$ cat config.mk
export PLATFORM = sky130hd
export DESIGN_NAME = sddr_init_seq_flat
export DESIGN_NICKNAME = d
export VERILOG_FILES = /design/src/rtl/sddr_init_seq_if.sv /design/src/rtl/sddr_init_seq.sv /design/src/flat_wrapper.sv
export SDC_FILE = /design/constraint.sdc
export NUM_CORES = 1
export LEC_CHECK = 0
export BUFFER_PORTS_ARGS = -buffer_cell sky130_fd_sc_hd__clkbuf_2
export CORE_ASPECT_RATIO = 0.75
export CORE_UTILIZATION = 50
export DETAILED_ROUTE_END_ITERATION = 12
export PLACE_DENSITY = 0.87
export SLEW_MARGIN = 20
export SYNTH_ARGS = -nofsm -noshare
export SYNTH_HDL_FRONTEND = slang
export SYNTH_SLANG_ARGS = --single-unit
$ cat constraint.sdc
create_clock -name cpu_clock_i -period 2.4 [get_ports cpu_clock_i]
set_input_delay 0.12 -clock cpu_clock_i [delete_from_list [all_inputs] [get_ports cpu_clock_i]]
set_output_delay 0.12 -clock cpu_clock_i [all_outputs]
set_load 0.01 [all_outputs]
$ cat src/rtl/sddr_init_seq_if.sv
// sddr_init_seq_if: control-register write port between the init sequencer and the DDR controller.
interface sddr_init_seq_if;
   logic        valid;
   logic [15:0] address;
   logic [31:0] data;
   logic        write;
   logic        ack;
   modport master (output valid, address, data, write, input ack);
   modport slave  (input valid, address, data, write, output ack);
endinterface

$ cat src/rtl/sddr_init_seq.sv
// sddr_init_seq: DDR3 power-up/MRS/ZQCL sequencer driving the controller's register port.
// Define SDDR_INIT_ZQCL_EN to issue ZQCL after the MR0 MRS.
module sddr_init_seq #(
   parameter int          BANK_BITS = 3,
   parameter logic [15:0] MR0       = 16'h0000,
   parameter logic [15:0] MR1       = 16'h0000,
   parameter logic [15:0] MR2       = 16'h0000,
   parameter logic [15:0] MR3       = 16'h0000,
   parameter int          T_RESET   = 20000,
   parameter int          T_CKE     = 50000,
   parameter int          T_XPR     = 30,
   parameter int          T_MRD     = 4,
   parameter int          T_MOD     = 12,
   parameter int          T_ZQINIT  = 512
) (
   input  logic           cpu_clock_i,
   input  logic           cpu_reset_n_i,
   input  logic           restart_i,
   sddr_init_seq_if.master ctrl_cmd,
   output logic           init_busy_o,
   output logic           init_done_o
);
   typedef enum logic [3:0] {
      S_RST, S_REL, S_CKE, S_NOP, S_MR_ADDR, S_MR_CMD, S_ZQ_ADDR, S_ZQ_CMD, S_RUN, S_DONE
   } state_t;
`ifdef SDDR_INIT_ZQCL_EN
   localparam state_t S_AFTER_MR = S_ZQ_ADDR;
`else
   localparam state_t S_AFTER_MR = S_RUN;
`endif
   localparam logic [15:0] A_RST  = 16'h0000;
   localparam logic [15:0] A_CMD  = 16'h0004;
   localparam logic [15:0] A_ADDR = 16'h0008;
   localparam logic [31:0] W_RST  = 32'h0000_0000;
   localparam logic [31:0] W_REL  = 32'h0000_0003;
   localparam logic [31:0] W_CKE  = 32'h0000_0023;
   localparam logic [31:0] W_RUN  = 32'h0000_002B;
   localparam logic [31:0] C_NOP  = 32'h0000_0007;
   localparam logic [31:0] C_MRS  = 32'h0000_0000;
   localparam logic [31:0] C_ZQCL = 32'h0000_0006;
   localparam logic [31:0] W_ZQA  = 32'h0000_0400;

   state_t                r_state, w_state, w_next;
   logic [31:0]           r_cnt, w_cnt, w_wait, w_data;
   logic [15:0]           w_addr, w_mr;
   logic [1:0]            r_idx, w_idx;
   logic [BANK_BITS-1:0]  w_bank;
   logic                  r_valid, w_valid, r_busy, w_busy, r_done, w_done, w_accept;

   // MRS order is MR2, MR3, MR1, MR0; bank number follows the register number
   always_comb begin
      w_bank = BANK_BITS'(r_idx == 2'd0 ? 2 : r_idx == 2'd1 ? 3 : r_idx == 2'd2 ? 1 : 0);
      w_mr   = r_idx == 2'd0 ? MR2 : r_idx == 2'd1 ? MR3 : r_idx == 2'd2 ? MR1 : MR0;
      w_addr = A_RST;
      w_data = '0;
      w_wait = '0;
      w_next = S_DONE;
      case (r_state)
         S_RST:     begin w_data = W_RST; w_wait = 32'(T_RESET); w_next = S_REL; end
         S_REL:     begin w_data = W_REL; w_wait = 32'(T_CKE); w_next = S_CKE; end
         S_CKE:     begin w_data = W_CKE; w_next = S_NOP; end
         S_NOP:     begin w_addr = A_CMD; w_data = C_NOP; w_wait = 32'(T_XPR); w_next = S_MR_ADDR; end
         S_MR_ADDR: begin
            w_addr = A_ADDR;
            w_data = {w_bank, {(16-BANK_BITS){1'b0}}, w_mr};
            w_next = S_MR_CMD;
         end
         S_MR_CMD:  begin
            w_addr = A_CMD;
            w_data = C_MRS;
            w_wait = r_idx == 2'd3 ? 32'(T_MOD) : 32'(T_MRD);
            w_next = r_idx == 2'd3 ? S_AFTER_MR : S_MR_ADDR;
         end
         S_ZQ_ADDR: begin w_addr = A_ADDR; w_data = W_ZQA; w_next = S_ZQ_CMD; end
         S_ZQ_CMD:  begin w_addr = A_CMD; w_data = C_ZQCL; w_wait = 32'(T_ZQINIT); w_next = S_RUN; end
         S_RUN:     begin w_data = W_RUN; w_next = S_DONE; end
         default:   w_next = S_DONE;
      endcase
      w_accept = r_valid & ctrl_cmd.ack;
      w_state  = r_state;
      w_cnt    = r_cnt == '0 ? '0 : r_cnt - 32'd1;
      w_idx    = r_idx;
      w_valid  = r_valid;
      w_done   = r_done;
      // valid re-arms on the edge the counter reaches 0, so a wait of T costs exactly T edges
      if (w_accept) begin
         w_state = w_next;
         w_cnt   = w_wait;
         w_idx   = r_state == S_MR_CMD ? r_idx + 2'd1 : r_idx;
         w_valid = w_wait == '0 && w_next != S_DONE;
         w_done  = w_next == S_DONE;
      end else if (r_state == S_DONE) begin
         w_state = restart_i ? S_RST : S_DONE;
         w_done  = !restart_i;
      end else if (!r_valid && r_cnt <= 32'd1) begin
         w_valid = 1'b1;
      end
      w_busy = w_state != S_DONE;
   end

   always_ff @(posedge cpu_clock_i or negedge cpu_reset_n_i) begin
      if (!cpu_reset_n_i) begin
         r_state <= S_RST;
         r_cnt   <= '0;
         r_idx   <= '0;
         r_valid <= 1'b0;
         r_busy  <= 1'b0;
         r_done  <= 1'b0;
      end else begin
         r_state <= w_state;
         r_cnt   <= w_cnt;
         r_idx   <= w_idx;
         r_valid <= w_valid;
         r_busy  <= w_busy;
         r_done  <= w_done;
      end
   end

   assign ctrl_cmd.valid   = r_valid;
   assign ctrl_cmd.write   = r_valid;
   assign ctrl_cmd.address = w_addr;
   assign ctrl_cmd.data    = w_data;
   assign init_busy_o      = r_busy;
   assign init_done_o      = r_done;
endmodule

$ cat src/flat_wrapper.sv
// flat-port wrapper written by rule: the top's interface ports become plain ports
module sddr_init_seq_flat 
#(
   parameter int          BANK_BITS = 3,
   parameter logic [15:0] MR0       = 16'h0000,
   parameter logic [15:0] MR1       = 16'h0000,
   parameter logic [15:0] MR2       = 16'h0000,
   parameter logic [15:0] MR3       = 16'h0000,
   parameter int          T_RESET   = 20000,
   parameter int          T_CKE     = 50000,
   parameter int          T_XPR     = 30,
   parameter int          T_MRD     = 4,
   parameter int          T_MOD     = 12,
   parameter int          T_ZQINIT  = 512
)
  (cpu_clock_i, cpu_reset_n_i, restart_i, init_busy_o, init_done_o, ctrl_cmd_valid, ctrl_cmd_address, ctrl_cmd_data, ctrl_cmd_write, ctrl_cmd_ack);
  sddr_init_seq_if ctrl_cmd_i ();
  input  logic cpu_clock_i;
  input  logic cpu_reset_n_i;
  input  logic restart_i;
  output logic init_busy_o;
  output logic init_done_o;
  output wire logic [$bits(ctrl_cmd_i.valid)-1:0] ctrl_cmd_valid;
  output wire logic [$bits(ctrl_cmd_i.address)-1:0] ctrl_cmd_address;
  output wire logic [$bits(ctrl_cmd_i.data)-1:0] ctrl_cmd_data;
  output wire logic [$bits(ctrl_cmd_i.write)-1:0] ctrl_cmd_write;
  input wire logic [$bits(ctrl_cmd_i.ack)-1:0] ctrl_cmd_ack;
  assign ctrl_cmd_valid = ctrl_cmd_i.valid;
  assign ctrl_cmd_address = ctrl_cmd_i.address;
  assign ctrl_cmd_data = ctrl_cmd_i.data;
  assign ctrl_cmd_write = ctrl_cmd_i.write;
  assign ctrl_cmd_i.ack = ctrl_cmd_ack;
  sddr_init_seq #(.BANK_BITS(BANK_BITS), .MR0(MR0), .MR1(MR1), .MR2(MR2), .MR3(MR3), .T_RESET(T_RESET), .T_CKE(T_CKE), .T_XPR(T_XPR), .T_MRD(T_MRD), .T_MOD(T_MOD), .T_ZQINIT(T_ZQINIT)) u_core (.cpu_clock_i(cpu_clock_i), .cpu_reset_n_i(cpu_reset_n_i), .restart_i(restart_i), .ctrl_cmd(ctrl_cmd_i), .init_busy_o(init_busy_o), .init_done_o(init_done_o));
endmodule
==> run_results.csv, run 1 <==
group,metric,value,unit
outcome,outcome,"finished with violations",
outcome,violations,"DRC, hold timing",
yosys,synth-edff-count,0,
timing,finalSetupTns,0,ns
critical_path,worstSetupPathType,"flip-flop to flip-flop",
timing,finalHoldViolCount,41,
drt,drt_iter0_drc,148,
grt,grt_pass1_wl,7970,um
timing,post-route-period-util,94.4,%
cts,cts_buffers,5,
final_layout,post-route-cell-area,2630,um2
yosys,synth_top_area_share,40.8,%
yosys,synth_area_leaders,"dfrtp_1, buf_4, xnor2_1, nor2_1, nor3_1",
floorplan,die_x,83.9,um
critical_path,worstPathRequired,2.63,ns
cts,cts_num_sinks,41,
critical_path,setup.worst_path.end_class,"flip-flop",
yosys,synthDistinctLibCells,44,
final_layout,drive_above_1_share,13.2,%
cts,h-tree-depth,2,
drt,wl_per_cell,13.7,um
critical_path,crit_arrival,2.49,ns
final_layout,insertedDiodeCount,0,
floorplan,initial_core_util,54.1,%
timing,final_max_slew_viol_count,0,
final_layout,final_cell_mix,"dfrtp_1, conb_1, nor2_1",
timing,min_period,2.26,ns
yosys,syn_area_per_cell,9.05,um2
yosys,synthArstFlopShare,100,%
floorplan,die_area,5320,um2
drt,first_pass_iters,8,
cts,clk_latency,0.30,ns
placement,placedInstanceArea,2530,um2
job,cap_violations,0,
floorplan,row_count,21,
drt,via_per_inst,5.38,
timing,rsz0062_at_grt,"no",
cts,cts-root-buf,"clkbuf_8",
power_and_ir_drop,power.density,845,nW/um2
timing,worst_hold_slack,-0.0531,ns
yosys,ys_seq_elements,41,
cts,cts.path.max_buffers,2,
cts,cts_tree,"yes",
grt,antenna_found_initial,0,
drt,drc_errors,2,
drt,ant_nets,0,
timing,slew_headroom,39.7,%
critical_path,cpLargestDelayFamily,"simple AND/OR/NAND/NOR gates",
cts,clk_pin_slew,0.08,ns
floorplan,die_height,63.4,um
final_layout,area_growth,4.63,%
drt,vias,1899,
yosys,yosysTopAreaCell,"dfrtp_1",
timing,finalSetupViolations,0,
worst_hold_path,worstHoldPathType,"primary input to asynchronous set/reset pin",
critical_path,worstPathMaxFanout,5,
power_and_ir_drop,p_leak,0.00124,uW
yosys,yosys_most_used_dff,"dfrtp_1",
placement,place.gp.congestion,0.790,
cts,postCtsSetupBuffers,0,
yosys,synth_area,2510,um2
final_layout,layout.nets,306,
yosys,syn_inst,278,
critical_path,slowest_delay,0.55,ns
critical_path,cp_cell_sequence,"nor4_2 -> nand4_1 -> or4_4 -> or4b_1 -> a21oi_1",
timing,max_freq,442,MHz
critical_path,slowest_stage,"or4_4",
drt,wl,4820,um
final_layout,final_common_cell,"dfrtp_1",
placement,numPortBuffers,17,
grt,grt.overflow.total,0,
critical_path,worstSetupStartpointType,"flip-flop",
grt,globalRouteTotalUtil,19.3,%
timing,tightest_slew,0.904,ns
power_and_ir_drop,peakVddDrop,0.000638,V
yosys,ys_seq_area_share,40.8,%
yosys,yosysWarnings,0,
placement,place_hpwl,3460,um
grt,grt_max_degree,42,
floorplan,num_io_pins,56,
grt,grt_pass1_vias,1703,
timing,fin_skew,0.00361,ns
critical_path,critPathBufInv,0,
floorplan,core_area,4650,um2
## synth_stat cells (2+ instances only)
master	count
nor3_1	18
nand3_1	6
inv_1	4
o31ai_1	4
ha_1	6
nand2_1	13
or4_1	2
and3_1	2
nor2_1	34
nor4_1	8
a21oi_1	8
dfrtp_1	41
o22ai_1	4
o21ai_0	9
buf_2	2
nand4_1	3
buf_4	39
nor2b_1	5
or2_2	3
xor2_1	4
xnor2_1	27
clkbuf_1	10
o21ai_1	2
or3_1	4
## stage by stage
step	instances	total power [uW]	utilization [%]	worst slack [ns]	hold WS, ns
floorplan	315	1570	-	0.344	-0.176
global placement	346	1690	54.4	0.249	0.329
detailed placement	346	1740	54.4	0.119	0.338
CTS	353	2220	56.3	0.113	0.00752
global route	353	2380	56.6	0.00137	0.0285
finish	353	2220	56.6	0.135	-0.0531
## state kept, by name, indices dropped and copies added, names as in the netlist
signal,flops
u_core.r_cnt,32
u_core.r_state,4
u_core.r_idx,2
u_core.ctrl_cmd.valid,1
u_core.init_busy_o,1
u_core.init_done_o,1
## worst paths after layout
kind | startpoint | cells past startpoint | endpoint | slack, ns
max | u_core.r_cnt[18]$_DFF_PN0_ | 5 | u_core.r_cnt[31]$_DFF_PN0_ | 0.14
min | cpu_reset_n_i | 1 | u_core.r_state[2]$_DFF_PN0_ | -0.05
max reg2reg | u_core.r_cnt[18]$_DFF_PN0_ | 5 | u_core.r_cnt[31]$_DFF_PN0_ | 0.14
min reg2reg | u_core.r_cnt[31]$_DFF_PN0_ | 1 | u_core.ctrl_cmd.valid$_DFFE_PN0P_ | 0.52
max in group asynchronous | cpu_reset_n_i | 1 | u_core.r_cnt[26]$_DFF_PN0_ | 1.89
min in group cpu_clock_i | ctrl_cmd_ack | 4 | u_core.ctrl_cmd.valid$_DFFE_PN0P_ | 0.12
## area by class of cell
type,instances,area (um2)
clock buffer,6,82.6
clock inverter,1,7.51
sequential,41,1030
tap,57,71.3
timing repair buffer,25,145
fill,400,2020
inverter,4,15.0
multi-input combinational,219,1280
## report_power, final
group	total [uW]	internal, uW	leakage (uW)	switching [uW]
logic	683	314	0.000670	370
clock network	467	227	0.0000433	240
registers	1070	857	0.000523	217
## timing repair
item,4_1_cts,5_1_grt
hold buffers,0,0
hold endpoints to repair,0,0
endpoints found under the setup margin,0,25
resized for setup,0,2
## worst register-to-register path: stages (launching register included)
cell and delay, ns:
dfrtp_1 0.41, nor4_2 0.37, nand4_1 0.22, or4_4 0.55, or4b_1 0.51, a21oi_1 0.14
## routing by layer
layer,track usage [%],share of wire (%),up-vias,routed length [um]
li1,-,-,902,-
met1,26.2,46,924,2210
met2,29.3,48,66,2290
met3,5.11,5.5,7,265
met4,7.97,1.2,0,57
met5,0,0,-,0
## kinds of logic (layout without fill, tap and decap cells)
kind of cell	Yosys count	in the layout	share of synthesized area, %
compound gates	36	36	8.96
flops	41	41	40.8
fa+ha+maj	6	6	2.98
xor+xnor	31	31	10.8
buf+inv	55	36	14.1
simple gates	108	108	22.2
other cells	1	38	0.149
Power figures use the tool's default switching activity.
==> inputs of run 2 (changes only) <==
==> constraint.sdc (replaced) <==
create_clock -name cpu_clock_i -period 2.2 [get_ports cpu_clock_i]
set_input_delay 0.11 -clock cpu_clock_i [delete_from_list [all_inputs] [get_ports cpu_clock_i]]
set_output_delay 0.11 -clock cpu_clock_i [all_outputs]
set_load 0.01 [all_outputs]
==> run 2 against run 1 <==
- the flow finishes with violations (DRC)
- via count is 1.9% higher
- sequential cell count is the same
- clock power rose by 5.1%
- non-clock buffer count increased by 10
- first-iteration DRC count is 20% lower
- design area increased by 3.8%
- setup slack got worse by 0.049 ns
- wire length increased by 0.93%
- register-to-register slack worse by 0.05 ns
- maximum frequency is 7.1% higher
- largest cell class unchanged
==> run_results.csv, run 2 (synthesis results as in run 1) <==
group,metric,value,unit
final_layout,largest-register,"u_core.r_cnt",
critical_path,setup.worst_path.end_class,"flip-flop",
critical_path,r2r_cells,6,
placement,place_hpwl,3400,um
final_layout,fin_cells,363,
final_layout,drive_above_1_share,16.7,%
timing,post-route-period-util,96.1,%
drt,vias,1935,
floorplan,die_x,83.9,um
drt,wl,4870,um
final_layout,layout.nets,316,
timing,finalHoldViolCount,0,
cts,cts.path.max_buffers,2,
power_and_ir_drop,power,2530,uW
floorplan,die_area,5320,um2
critical_path,slowest_stage,"or4_4",
timing,fin_ws,0.0860,ns
power_and_ir_drop,p_leak,0.00129,uW
cts,clk_pin_slew,0.07,ns
critical_path,cpLargestDelayFamily,"simple AND/OR/NAND/NOR gates",
final_layout,top_regs,"u_core.r_cnt: 32 flops, u_core.r_state: 4 flops, u_core.r_idx: 2 flops",
grt,antenna_found_initial,0,
cts,cts_tree,"yes",
placement,place.gp.congestion,0.802,
floorplan,initial_core_util,54.1,%
grt,grt_max_degree,42,
floorplan,row_count,21,
timing,fin_skew,0.00491,ns
timing,tightest_slew,0.889,ns
timing,slew_headroom,40.7,%
drt,first_pass_iters,8,
grt,grt_pass1_vias,1781,
worst_hold_path,hp-start,"ctrl_cmd_ack",
final_layout,largest_reg_flops,32,
placement,numPortBuffers,17,
timing,max_freq,473,MHz
grt,grt.overflow.total,0,
placement,post-place-ws,-0.00352,ns
floorplan,num_io_pins,56,
worst_hold_path,holdPathStages,4,
cts,cts_buffers,5,
critical_path,rr_endpoint,"u_core.r_cnt[31]$_DFF_PN0_",
cts,h-tree-depth,2,
grt,grt_pass1_wl,8000,um
worst_hold_path,whs_endpoint,"u_core.ctrl_cmd.valid$_DFFE_PN0P_",
drt,wl_per_cell,13.4,um
drt,drc_errors,2,
grt,globalRouteTotalUtil,19.2,%
floorplan,die_height,63.4,um
job,cap_violations,0,
drt,via_per_inst,5.33,
critical_path,critPathBufInv,1,
outcome,outcome,"finished with violations",
floorplan,core_area,4650,um2
power_and_ir_drop,peakVddDrop,0.000746,V
cts,cts_num_sinks,41,
critical_path,r2r-start,"u_core.r_cnt[8]$_DFF_PN0_",
timing,min_period,2.11,ns
final_layout,area_growth,8.61,%
outcome,violations,"DRC",
final_layout,final_cell_mix,"dfrtp_1, conb_1, nor2_1",
power_and_ir_drop,power.density,928,nW/um2
cts,cts-root-buf,"clkbuf_8",
drt,ant_nets,0,
critical_path,crit_arrival,2.34,ns
timing,finalSetupViolations,0,
critical_path,cp_cell_sequence,"nor4_2 -> buf_4 -> nand2_1 -> or4_4 -> or4b_4 -> a21oi_2",
critical_path,worstSetupStartpointType,"flip-flop",
critical_path,worstPathMaxFanout,5,
worst_hold_path,worstHoldPathType,"primary input to flip-flop",
critical_path,worstPathRequired,2.43,ns
critical_path,worstSetupPathType,"flip-flop to flip-flop",
final_layout,final_common_cell,"dfrtp_1",
critical_path,slowest_delay,0.53,ns
placement,place_inst,351,
final_layout,insertedDiodeCount,0,
timing,final_max_slew_viol_count,0,
cts,clk_latency,0.29,ns
drt,drt_iter0_drc,118,
critical_path,rrSetupSlack,0.09,ns
## run 2: metal layers
layer | GRT usage, % | routed length, um | vias up
met5 | 0 | 0 | -
met4 | 8.41 | 84 | 0
met3 | 3.67 | 240 | 10
met2 | 28.6 | 2260 | 56
met1 | 27.4 | 2280 | 938
li1 | - | - | 931
## run 2: timing repair
item,4_1_cts,5_1_grt
pin swaps,0,5
setup endpoints to repair,1,21
gates resized for setup,1,7
buffers inserted,0,4
hold buffers,1,0
hold endpoints to repair,18,0
## run 2: through the flow
| stage | setup TNS [ns] | util, % | hold slack (ns) | instance area (um2) |
|---|---|---|---|---|
| global route | -0.0167 | 58.7 | 0.130 | 2730 |
| detailed placement | -0.00352 | 55.2 | 0.316 | 2570 |
| finish | 0 | 58.7 | 0.113 | 2730 |
| floorplan | 0 | - | -0.186 | 2650 |
| CTS | 0 | 57.5 | 0.0978 | 2670 |
| global placement | 0 | 55.2 | 0.312 | 2570 |
## run 2: where the power goes
group,switching [uW],internal [uW]
clock network,242,249
registers,208,936
logic,455,445
## run 2: cell type report
cell class / count / area [um2]
well taps: 57 / 71.3
repair buffers: 35 / 226
flip-flops and latches: 41 / 1030
inverters: 4 / 15.0
multi-input cells: 219 / 1310
fillers: 395 / 1920
clock buffers: 7 / 86.3
## run 2: tightest hold or removal path, stage by stage
cell      delay [ns]
clkbuf_2        0.10
nand2_1         0.06
nand2_1         0.05
o31ai_1         0.05
## run 2: worst max path at each step
stage                                             to  slack [ns]  cells past startpoint                  startpoint
after floorplan           u_core.r_cnt[31]$_DFF_PN0_        0.14                      5  u_core.r_cnt[10]$_DFF_PN0_
after global routing      u_core.r_cnt[31]$_DFF_PN0_       -0.02                      5  u_core.r_cnt[21]$_DFF_PN0_
after detailed placement  u_core.r_cnt[31]$_DFF_PN0_      -0.004                      5  u_core.r_cnt[18]$_DFF_PN0_
after CTS                 u_core.r_cnt[31]$_DFF_PN0_        0.02                      5  u_core.r_cnt[18]$_DFF_PN0_
final                     u_core.r_cnt[31]$_DFF_PN0_        0.09                      6   u_core.r_cnt[8]$_DFF_PN0_
after global placement    u_core.r_cnt[31]$_DFF_PN0_        0.07                      5  u_core.r_cnt[18]$_DFF_PN0_
==> inputs of run 3 (changes only) <==
--- a/config.mk
+++ b/config.mk
@@ -7,9 +7,9 @@
 export LEC_CHECK = 0
 export BUFFER_PORTS_ARGS = -buffer_cell sky130_fd_sc_hd__clkbuf_2
 export CORE_ASPECT_RATIO = 0.75
-export CORE_UTILIZATION = 50
+export CORE_UTILIZATION = 45
 export DETAILED_ROUTE_END_ITERATION = 12
-export PLACE_DENSITY = 0.87
+export PLACE_DENSITY = 0.8
 export SLEW_MARGIN = 20
 export SYNTH_ARGS = -nofsm -noshare
 export SYNTH_HDL_FRONTEND = slang
==> run 3 against run 2 <==
- via count is 0.88% lower
- first-iteration DRC count is 19% lower
- sequential cell count stayed put
- die area is 11% higher
- largest cell class unchanged
- maximum frequency is 3.0% lower
- setup slack worse by 0.066 ns
- wire length is 3.4% higher
- count of clock-buffer cells in the layout is 2 lower
- sequential share of layout area is 0.99 points lower
- global-route usage is 0.64 points lower
- final cell count is 6.3% higher
- the flow now finishes without violations
- largest power group unchanged
==> run_results.csv, run 3 (synthesis results as in run 1) <==
group,metric,value,unit
power_and_ir_drop,p_leak,0.00132,uW
timing,min_period,2.18,ns
floorplan,die_height,66.7,um
drt,wl,5030,um
drt,drc_errors,0,
power_and_ir_drop,peakVddDrop,0.000616,V
final_layout,multi_input_area,1290,um2
worst_hold_path,whs_endpoint,"u_core.ctrl_cmd.valid$_DFFE_PN0P_",
cts,clk_latency,0.29,ns
worst_hold_path,holdPathStages,4,
power_and_ir_drop,internal_power,1720,uW
floorplan,die_area,5890,um2
floorplan,die_x,88.3,um
critical_path,r2r_cells,5,
final_layout,insertedDiodeCount,0,
floorplan,row_count,23,
timing,finalHoldViolCount,0,
worst_hold_path,hp-start,"ctrl_cmd_ack",
drt,first_pass_iters,4,
worst_hold_path,worstHoldPathType,"primary input to flip-flop",
final_layout,top_regs,"u_core.r_cnt: 32 flops, u_core.r_state: 4 flops, u_core.r_idx: 2 flops",
cts,h-tree-depth,2,
final_layout,area_growth,11.4,%
cts,cts_tree,"yes",
power_and_ir_drop,netSwitchingFraction,35.5,%
final_layout,layout.nets,320,
placement,place_inst,374,
drt,wl_per_cell,13.0,um
cts,cts.path.max_buffers,2,
floorplan,initial_core_util,47.0,%
timing,tightest_slew,0.513,ns
timing,final_max_slew_viol_count,0,
timing,slew_headroom,65.8,%
placement,numPortBuffers,17,
drt,vias,1918,
placement,post-place-ws,0.0124,ns
critical_path,worstSetupPathType,"flip-flop to flip-flop",
timing,max_freq,459,MHz
final_layout,final_common_cell,"dfrtp_1",
final_layout,fillers,506,
placement,place.gp.congestion,0.805,
grt,globalRouteTotalUtil,18.6,%
floorplan,num_io_pins,56,
power_and_ir_drop,comb_power_share,34.2,%
critical_path,r2r-start,"u_core.r_cnt[18]$_DFF_PN0_",
grt,grt_pass1_wl,8310,um
critical_path,worstPathMaxFanout,3,
timing,fin_ws,0.0205,ns
critical_path,rr_endpoint,"u_core.r_cnt[31]$_DFF_PN0_",
critical_path,cp-startpoint,"u_core.r_cnt[18]$_DFF_PN0_",
power_and_ir_drop,power.density,952,nW/um2
grt,grt.overflow.total,0,
timing,post-route-period-util,99.1,%
cts,cts_num_sinks,41,
floorplan,core_area,5350,um2
final_layout,final_cell_mix,"dfrtp_1, conb_1, nor2_1",
grt,grt_max_degree,42,
final_layout,largest-register,"u_core.r_cnt",
job,cap_violations,0,
final_layout,drive_above_1_share,17.0,%
drt,via_per_inst,4.97,
cts,cts-root-buf,"clkbuf_8",
critical_path,setup.worst_path.end_class,"flip-flop",
drt,drt_iter0_drc,96,
critical_path,worstSetupStartpointType,"flip-flop",
critical_path,crit_arrival,2.40,ns
power_and_ir_drop,clockPowerShare,23.1,%
final_layout,largest_reg_flops,32,
drt,ant_nets,0,
critical_path,worstPathRequired,2.42,ns
timing,fin_skew,0.00606,ns
critical_path,rrSetupSlack,0.02,ns
grt,antenna_found_initial,0,
cts,cts_buffers,5,
final_layout,fin_cells,386,
grt,grt_pass1_vias,1747,
power_and_ir_drop,p_sw,945,uW
placement,place_hpwl,3530,um
power_and_ir_drop,p_seq_share,42.7,%
cts,clk_pin_slew,0.08,ns
timing,finalSetupViolations,0,
final_layout,regArea,1030,um2
outcome,outcome,"finished, final reports clean",
## run 3: per-layer routing
metal | vias to the layer above | routed length [um] | global-route usage [%]
li1 | 942 | - | -
met4 | 0 | 36 | 4.64
met2 | 31 | 2370 | 28.6
met5 | - | 0 | 0
met1 | 940 | 2490 | 26.8
met3 | 5 | 136 | 3.72
## run 3: worst max-delay path: stages, from the launching register on
cell,delay (ns)
dfrtp_1,0.42
nor4_4,0.32
nand4_1,0.19
or4_4,0.53
or4b_1,0.51
a21oi_1,0.13
## run 3: area by class of cell
type                            count  share of cell area (%)
Clock inverter                      3                    1.65
Inverter                            4                   0.536
Multi-Input combinational cell    219                    46.1
Clock buffer                        5                    2.46
Timing Repair Buffer               39                    9.29
Tap cell                           75                    3.35
Sequential cell                    41                    36.6
## run 3: worst max-delay path by stage
stage	cells after the start	end	slack, ns
finish	5	u_core.r_cnt[31]$_DFF_PN0_	0.02
global route	5	u_core.r_cnt[31]$_DFF_PN0_	-0.08
CTS	5	u_core.r_cnt[31]$_DFF_PN0_	0.006
detailed placement	5	u_core.r_cnt[31]$_DFF_PN0_	0.01
global placement	5	u_core.r_cnt[31]$_DFF_PN0_	0.06
floorplan	5	u_core.r_cnt[31]$_DFF_PN0_	0.14
## run 3: timing repair
item | in CTS | in global routing
endpoints found under the setup margin | 0 | 21
endpoints found under the hold margin | 41 | 0
hold buffers | 1 | 0
resized for setup | 0 | 5
setup buffers | 0 | 3
## run 3: stage by stage
step	utilization, %	TNS (ns)	instance area [um2]	hold slack, ns	power (uW)
floorplan	-	0	2650	-0.186	1720
global placement	49.1	0	2630	0.203	1930
detailed placement	49.1	0	2630	0.207	1980
CTS	51.4	0	2750	0.0957	2610
global route	52.3	-0.0882	2800	0.128	2830
finish	52.3	0	2800	0.110	2670
## run 3: power by group through the flow
stage	Combinational (uW)	Sequential (uW)	Clock (uW)
finish	912	1140	615
global route	1010	1160	658
CTS	854	1130	626
detailed placement	843	1140	0
global placement	806	1130	0
floorplan	625	1090	0
